[src/rtl/reg_file_sb.sv]
// reg_file_sb: multi-read-port register file with write bypass and busy-bit scoreboard
module reg_file_sb #(
    parameter int XLEN     = 32,
    parameter int DEPTH    = 32,
    parameter int NUM_RD   = 2,
    parameter int BYPASS   = 1,
    parameter int ZERO_REG = 1,
    localparam int AW      = $clog2(DEPTH)
) (
    input  logic                     clk,
    input  logic                     rst,
    input  logic [NUM_RD-1:0]        rd_en,
    input  logic [NUM_RD*AW-1:0]     rd_addr,
    output logic [NUM_RD*XLEN-1:0]   rd_data,
    output logic [NUM_RD-1:0]        rd_busy,
    input  logic                     we,
    input  logic [AW-1:0]            waddr,
    input  logic [XLEN-1:0]          wdata,
    input  logic                     issue_valid,
    input  logic [AW-1:0]            issue_rd,
    output logic                     issue_ready,
    output logic                     stall,
    output logic [DEPTH-1:0]         busy_vec
);
    logic [XLEN-1:0]  regs_q [DEPTH];
    logic [XLEN-1:0]  regs_d [DEPTH];
    logic [DEPTH-1:0] busy_q, busy_d;
    logic             wr_hit, iss_zero, issue_take;

    // Write qualification, issue acceptance and hazard stall; writes are ignored while in reset
    always_comb begin
        wr_hit      = we && !rst && !(ZERO_REG != 0 && waddr == '0);
        iss_zero    = ZERO_REG != 0 && issue_rd == '0;
        issue_ready = !busy_q[issue_rd] || (wr_hit && waddr == issue_rd) || iss_zero;
        issue_take  = issue_valid && issue_ready && !iss_zero;
        stall       = |(rd_en & rd_busy) || (issue_valid && !issue_ready);
        busy_vec    = busy_q;
    end

    // Next state: a write stores data and retires the producer, an accepted issue then claims ownership
    always_comb begin
        regs_d = regs_q;
        busy_d = busy_q;
        if (wr_hit) begin
            regs_d[waddr] = wdata;
            busy_d[waddr] = 1'b0;
        end
        if (issue_take) busy_d[issue_rd] = 1'b1;
    end

    // Storage and busy bits, cleared asynchronously
    always_ff @(posedge clk or posedge rst) begin
        if (rst) begin
            regs_q <= '{default: '0};
            busy_q <= '0;
        end else begin
            regs_q <= regs_d;
            busy_q <= busy_d;
        end
    end

    for (genvar p = 0; p < NUM_RD; p++) begin : g_rd
        logic [AW-1:0] a;
        logic          z, byp;
        assign a   = rd_addr[p*AW +: AW];
        assign z   = ZERO_REG != 0 && a == '0;
        assign byp = BYPASS != 0 && wr_hit && waddr == a;
        assign rd_data[p*XLEN +: XLEN] = z ? '0 : byp ? wdata : regs_q[a];
        assign rd_busy[p] = busy_q[a] && !byp && !z;
    end
endmodule

[config.mk]
export PLATFORM = sky130hd
export DESIGN_NAME = reg_file_sb
export DESIGN_NICKNAME = d
export VERILOG_FILES = /design/src/rtl/reg_file_sb.sv
export SDC_FILE = /design/constraint.sdc
export NUM_CORES = 2
export LEC_CHECK = 0
export CORE_ASPECT_RATIO = 1.1
export CORE_MARGIN = 2
export CORE_UTILIZATION = 38
export CTS_BUF_LIST = sky130_fd_sc_hd__clkbuf_8 sky130_fd_sc_hd__clkbuf_16
export CTS_CLUSTER_DIAMETER = 150
export DETAILED_ROUTE_END_ITERATION = 8
export PLACE_DENSITY = 0.62
export SLEW_MARGIN = 5
export SYNTH_ARGS = -nofsm -noshare
export SYNTH_HDL_FRONTEND = slang
export SYNTH_SLANG_ARGS = --single-unit
[constraint.sdc]
create_clock -name clk -period 33.8 [get_ports clk]
set_clock_uncertainty 0.1 [all_clocks]
set_input_delay 3.38 -clock clk [delete_from_list [all_inputs] [get_ports clk]]
set_output_delay 3.38 -clock clk [all_outputs]
set_load 0.005 [all_outputs]
## Word level (Yosys, flattened, before mapping)

Index checks and enable logic that the tools add are counted.

| cells by class | value |
|---|---|
| mux-type cells | 25 |
| magnitude comparators | 10 |
| equality and inequality tests | 3 |
| reduce and logical (&&, ||, !) cells | 32 |
| bitwise logic cells | 7 |

Operators with widths:

| kind | number |
|---|---|
| bitwise mux 1024 bit | 1 |
| two-way mux 32 bit | 11 |
| binary-select mux 32 bit (select 5 bit) | 2 |
| demux 32 bit (select 5 bit) | 1 |
| bitwise AND 32 bit | 1 |
| inverter 32 bit | 1 |
| bitwise OR 32 bit | 1 |
| < comparator 5 x 6 -> 1 bit (second input constant) | 4 |
| logical NOT 5 bit | 4 |
| >= comparator 6 bit (second input constant) | 3 |
| inverter 5 -> 6 bit | 3 |
| binary-select mux 1 bit (select 5 bit) | 3 |
| == test 5 bit | 3 |
| logical AND 1 bit | 15 |
| demux 1 bit (select 5 bit) | 2 |
| >= comparator 5 x 1 -> 1 bit (second input constant) | 2 |
| logical NOT 1 bit | 9 |
| < comparator 6 x 1 -> 1 bit (second input constant) | 1 |
| two-way mux 1 bit | 5 |
| logical OR 1 bit | 3 |
| bitwise AND 2 bit | 1 |
| OR reduction 2 bit | 1 |

| storage, ports and cells | value |
|---|---|
| word-level logic and storage cells | 110 |
| input bits | 58 |
| flip-flop bits (word level) | 1056 |

## Longest topological paths before layout

| logic depth | value |
|---|---|
| depth in word-level cells | 10 |
| depth in mapped cells | 10 |
| gate-level depth less buffers | 6 |

## Worst setup path before layout

OpenSTA, ideal clock, no wires.

| timing path | value |
|---|---|
| path kind | input port to output port |
| from | in rd_addr[6] |
| to | out rd_data[47] |
| stages | 9 |
| path slack | 25.131 ns |
| arrival time | 5.189 ns |
| cell sequence | buf_2 clkbuf_1 clkbuf_1 mux4_2 mux4_2 nand2_1 nor2_1 a21oi_1 o21ai_1 |

| on the way | value |
|---|---|
| cells in the longest elaborated chain, start to end | 6 |
| elaborated cells between the ends (all ways) | 9 |

Ends and longest elaborated chain:

| element | RTL line | text |
|---|---|---|
| start, declared | 13 | `input logic [NUM_RD*AW-1:0] rd_addr,` |
| inverter 5 -> 6 bit (implied by the code) | 68 | `assign rd_data[p*XLEN +: XLEN] = z ? '0 : byp ? wdata : regs_q[a];` |
| binary-select mux 32 bit (select 5 bit) | 68 |  |
| two-way mux 32 bit (implied by the code) (2 in series) | 68 |  |
| two-way mux 32 bit | 68 |  |
| two-way mux 32 bit * | 68 |  |
| end, declared | 14 | `output logic [NUM_RD*XLEN-1:0] rd_data,` |

Every way passes the cells marked *; elsewhere a longest branch is shown, timed or not. The select of a mux whose other input is x is not followed.

## Worst setup path after layout

| timing path | value |
|---|---|
| from | in waddr[4] |
| to | out rd_data[38] |

| on the way | value |
|---|---|
| cells in the longest elaborated chain, start to end | 6 |
| elaborated cells between the ends (all ways) | 7 |

Ends and longest elaborated chain:

| element | RTL line | text |
|---|---|---|
| start, declared | 17 | `input logic [AW-1:0] waddr,` |
| logical NOT 5 bit | 32 | `wr_hit = we && !rst && !(ZERO_REG != 0 && waddr == '0);` |
| logical NOT 1 bit | 32 |  |
| logical AND 1 bit | 32 |  |
| logical AND 1 bit * | 67 | `assign byp = BYPASS != 0 && wr_hit && waddr == a;` |
| two-way mux 32 bit * (2 in series) | 68 |  |

Every way passes the cells marked *; elsewhere a longest branch is shown, timed or not.

==> flow_results.org <==
** Layout
- Fillcell total :: 13,300
- Compared with the post-synthesis result, the final layout area differs by 12.3%.
- Measured on the finished design, the core utilization comes to 0.429.
- In the final layout, the share of cells above drive strength 1 is 0.534.
- The final layout contains 3,668 nets.

** Worst hold path
- Hold Path Cell Cnt :: 0
- Tightest Hold Check Type :: reg -> reg
- For hold timing, the worst endpoint is regs_q[1000].
- In this run the most critical hold path is launched from regs_q[1000].

** Synthesis
- Synthesized netlist net count :: 3,733
- FFs w/ async S/R, synth :: 1.00
- The share of synthesized area in the top cell type comes to 0.463.
- The netlist uses 50 different library cells.
- The Yosys step of the flow raised 0 warnings.
- Seq/Total Area, Yosys :: 0.463
- Yosys attributes the largest share of cell area to dfrtp_1 (46%), mux4_2 (26%), mux2_2 (20%).
- Post-synthesis average cell area :: 15.5 µm²
- After synthesis the cells add up to 57,100 µm².
- In this run, synthesis produced a sequential element count of 1,056.
- The synthesized design contains 0 enable-type register cells.
- Primary FF master, synth :: dfrtp_1
- Counting every instance in the synthesized netlist gives 3,675.
- Cell taking the most area after synthesis :: dfrtp_1

** Setup path
- FF-to-FF End :: busy_vec[29]
- For flop-to-flop paths, the worst setup slack is 31.57 ns.
- CP Capture Type :: output pin
- Crit path kind :: in -> out
- The most critical setup path has its startpoint at waddr[4].
- Data on the critical path arrives at its endpoint at 8.37 ns.
- The worst setup path is launched from an input pin.
- The worst register-to-register path begins at busy_vec[21].
- Counting cells, the worst reg-to-reg path comes to 7.
- Required time of the critical path :: 30.32 ns
- In this run the worst path has a maximum fanout of 38.

** Floorplan
- Core outline area :: 150,000 µm²
- Die area :: 153,000 µm²
- For this configuration, the core starts out at a cell density of 0.382.
- Pin placement for this block handled 158 I/O pins.
- Standard-cell rows :: 149
- Measured along the y axis, the die boundary spans 411 µm.
- Width of the die :: 374 µm

** Run status
- The flow ran to the end, and the final reports show no timing, DRC or antenna violations.

** Clock tree
- After clock tree synthesis, the clock-pin slew on the worst setup and hold paths is 0.06 ns.
- # Post-CTS Setup Buffers :: 0
- Num Clock Sinks :: 1,056
- Once the clock tree was built, the resizer swapped 0 gates to a different size.
- Clock tree from TritonCTS :: built
- Level count of the clock H-tree :: 3
- Cell at the root of the clock tree :: clkbuf_16
- Number of CTS-inserted buffers :: 108
- The clock reaches the later pin of the worst-skew pair after 0.71 ns.
- Maximum buffer depth of the clock tree :: 3
- Post-cts hold buffer count :: 0

** STA
- Count of endpoints failing setup in the final report :: 0
- In the post-route analysis, the smallest setup slack over all paths is 21.95 ns.
- Slew of the pin with the lowest slew margin :: 1.35 ns
- Final Critical Period :: 11.85 ns
- The hold violation count in the final report came to 0.
- Worst-case hold slack :: 0.293 ns
- Number of pins with negative max-slew slack in the final report :: 0
- Share of the clock period used by the worst path :: 0.351
- Setup repair after global routing left no endpoint under its margin.
- The worst pin sits at a relative slew slack of 0.100.
- Max Fclk :: 84.4 MHz
- Aggregate negative setup slack :: 0 ns

** Global route
- The first global-routing pass estimated 263,000 µm of wire.
- For this run the aggregate overflow at the end of global routing stands at 0.
- Global-route total usage across every layer :: 0.233
- The via count of the first global-routing pass came to 36,300.
- Initial antenna violation count :: 12
- Pin count of the biggest net entering global routing :: 181

** Route
- Post-detailed-route count of antenna-violating nets :: 0
- After detailed routing, the average wire length per cell comes to 31.5 µm.
- After detailed routing, the number of vias per cell comes to 6.17.
- DRC errors left :: 0
- Via total after detailed routing :: 35,000
- The routed design has 179,000 µm of wire.
- Iteration-0 DRC Markers :: 2,973
- First-pass iteration count of the detailed router :: 5

** Power
- In this run the static leakage power is 27.7 nW.
- Worst ir drop on vdd :: 0.0399 mV
- The design draws 0.00351 W.
- Power spread over the standard cell area amounts to 54.6 nW/µm².

** Flow run
- Number of violations of the max-capacitance limit :: 0

** Placed design
- Total half-perimeter wirelength after legalization and detailed placement :: 97,800 µm
- Final weighted congestion in routability-driven placement :: 0.794
- Minimum setup slack after placement :: 21.80 ns
- IO buf count :: 157
==> flip-flops by register name, summed over array words and instances, names as in the netlist <==
name	cells
busy_vec	32
regs_q	1024
==> power by group <==
group	leakage, nW	internal, W	switching, W
sequential	14.0	0.00143	0.000125
combinational	11.7	0.000382	0.000254
clock	1.97	0.000778	0.000536
total	27.7	0.00259	0.000915
==> through the flow <==
stage,cell area (µm²),instances
finish,64200,5665
global placement,60300,5463
global route,64200,5664
floorplan,57100,3675
detailed placement,60300,5463
CTS,64200,5663
==> logic make-up after synthesis <==
family | share of synthesized area
AO/OA/AOI/OAI | 0.0161
buffers and inverters | 0.0363
AND/OR/NAND/NOR | 0.0252
flip-flops | 0.463
XOR/XNOR | 0.00230
multiplexers | 0.457
==> synth_stat cells, drive strengths merged (13+ instances only) <==
master and number:
nor2 63, o22ai 14, clkbuf 219, buf 203, mux2 995, xor2 13
o211ai 32, mux4 658, nand2b 37, nand2 162, dfrtp 1056, a21oi 35
o21ai 46, inv 50
==> worst max path at each step <==
stage                   to  slack (ns)
2_1_floorplan  busy_vec[0]        0.60
3_3_place_gp   rd_data[38]       21.83
3_5_place_dp   rd_data[38]       21.80
4_1_cts        rd_data[38]       21.79
5_1_grt        rd_data[38]       21.61
6_report       rd_data[38]       21.95
==> final cells by class <==
cell class	count	area [µm²]	area share
inverters	50	195	0.00304
well taps	1963	2460	0.0383
clock buffers	132	3060	0.0476
flip-flops and latches	1056	26400	0.412
repair buffers	247	2320	0.0362
multi-input cells	2147	28900	0.450
clock inverters	68	843	0.0131
diodes	2	5.00	0.0000780
==> critical path, stage by stage <==
cell and delay, ns:
clkdlybuf4s50_1 0.69, nor3_1 0.88, a21oi_1 0.32, and3_4 0.49, buf_4 0.41, or3_1 0.79, o21ai_1 0.70, clkdlybuf4s50_1 0.65
==> layout by cell type, fill, tap and decap left out, types with 12 or more instances in the layout <==
master           netlist  layout
inv_1                 50      67
clkbuf_8               0      22
mux2_2               995     995
o21ai_0               14      14
a21oi_1               33      33
nor2_1                63      47
dfrtp_1             1056    1056
nand2_4                0      15
clkdlybuf4s50_1        0     147
clkbuf_16              0     110
clkinv_2               0      17
bufinv_16              0      18
o21ai_1               32      32
o211ai_1              32      32
o22ai_1               14      14
nand2b_1              37      37
xor2_1                13      13
mux4_2               656     656
nor2_4                 0      16
buf_4                  7      89
nand3_1               12      12
nand2_1              162     147
==> per-layer routing <==
layer / track usage / share of wire / vias to the layer above
met4: 0.0898 / 0.040 / 14
met5: 0 / 0.00052 / -
met2: 0.379 / 0.48 / 1252
met3: 0.0382 / 0.061 / 374
met1: 0.316 / 0.42 / 19300
li1: - / - / 14000
(Power assumes the default switching activity.)
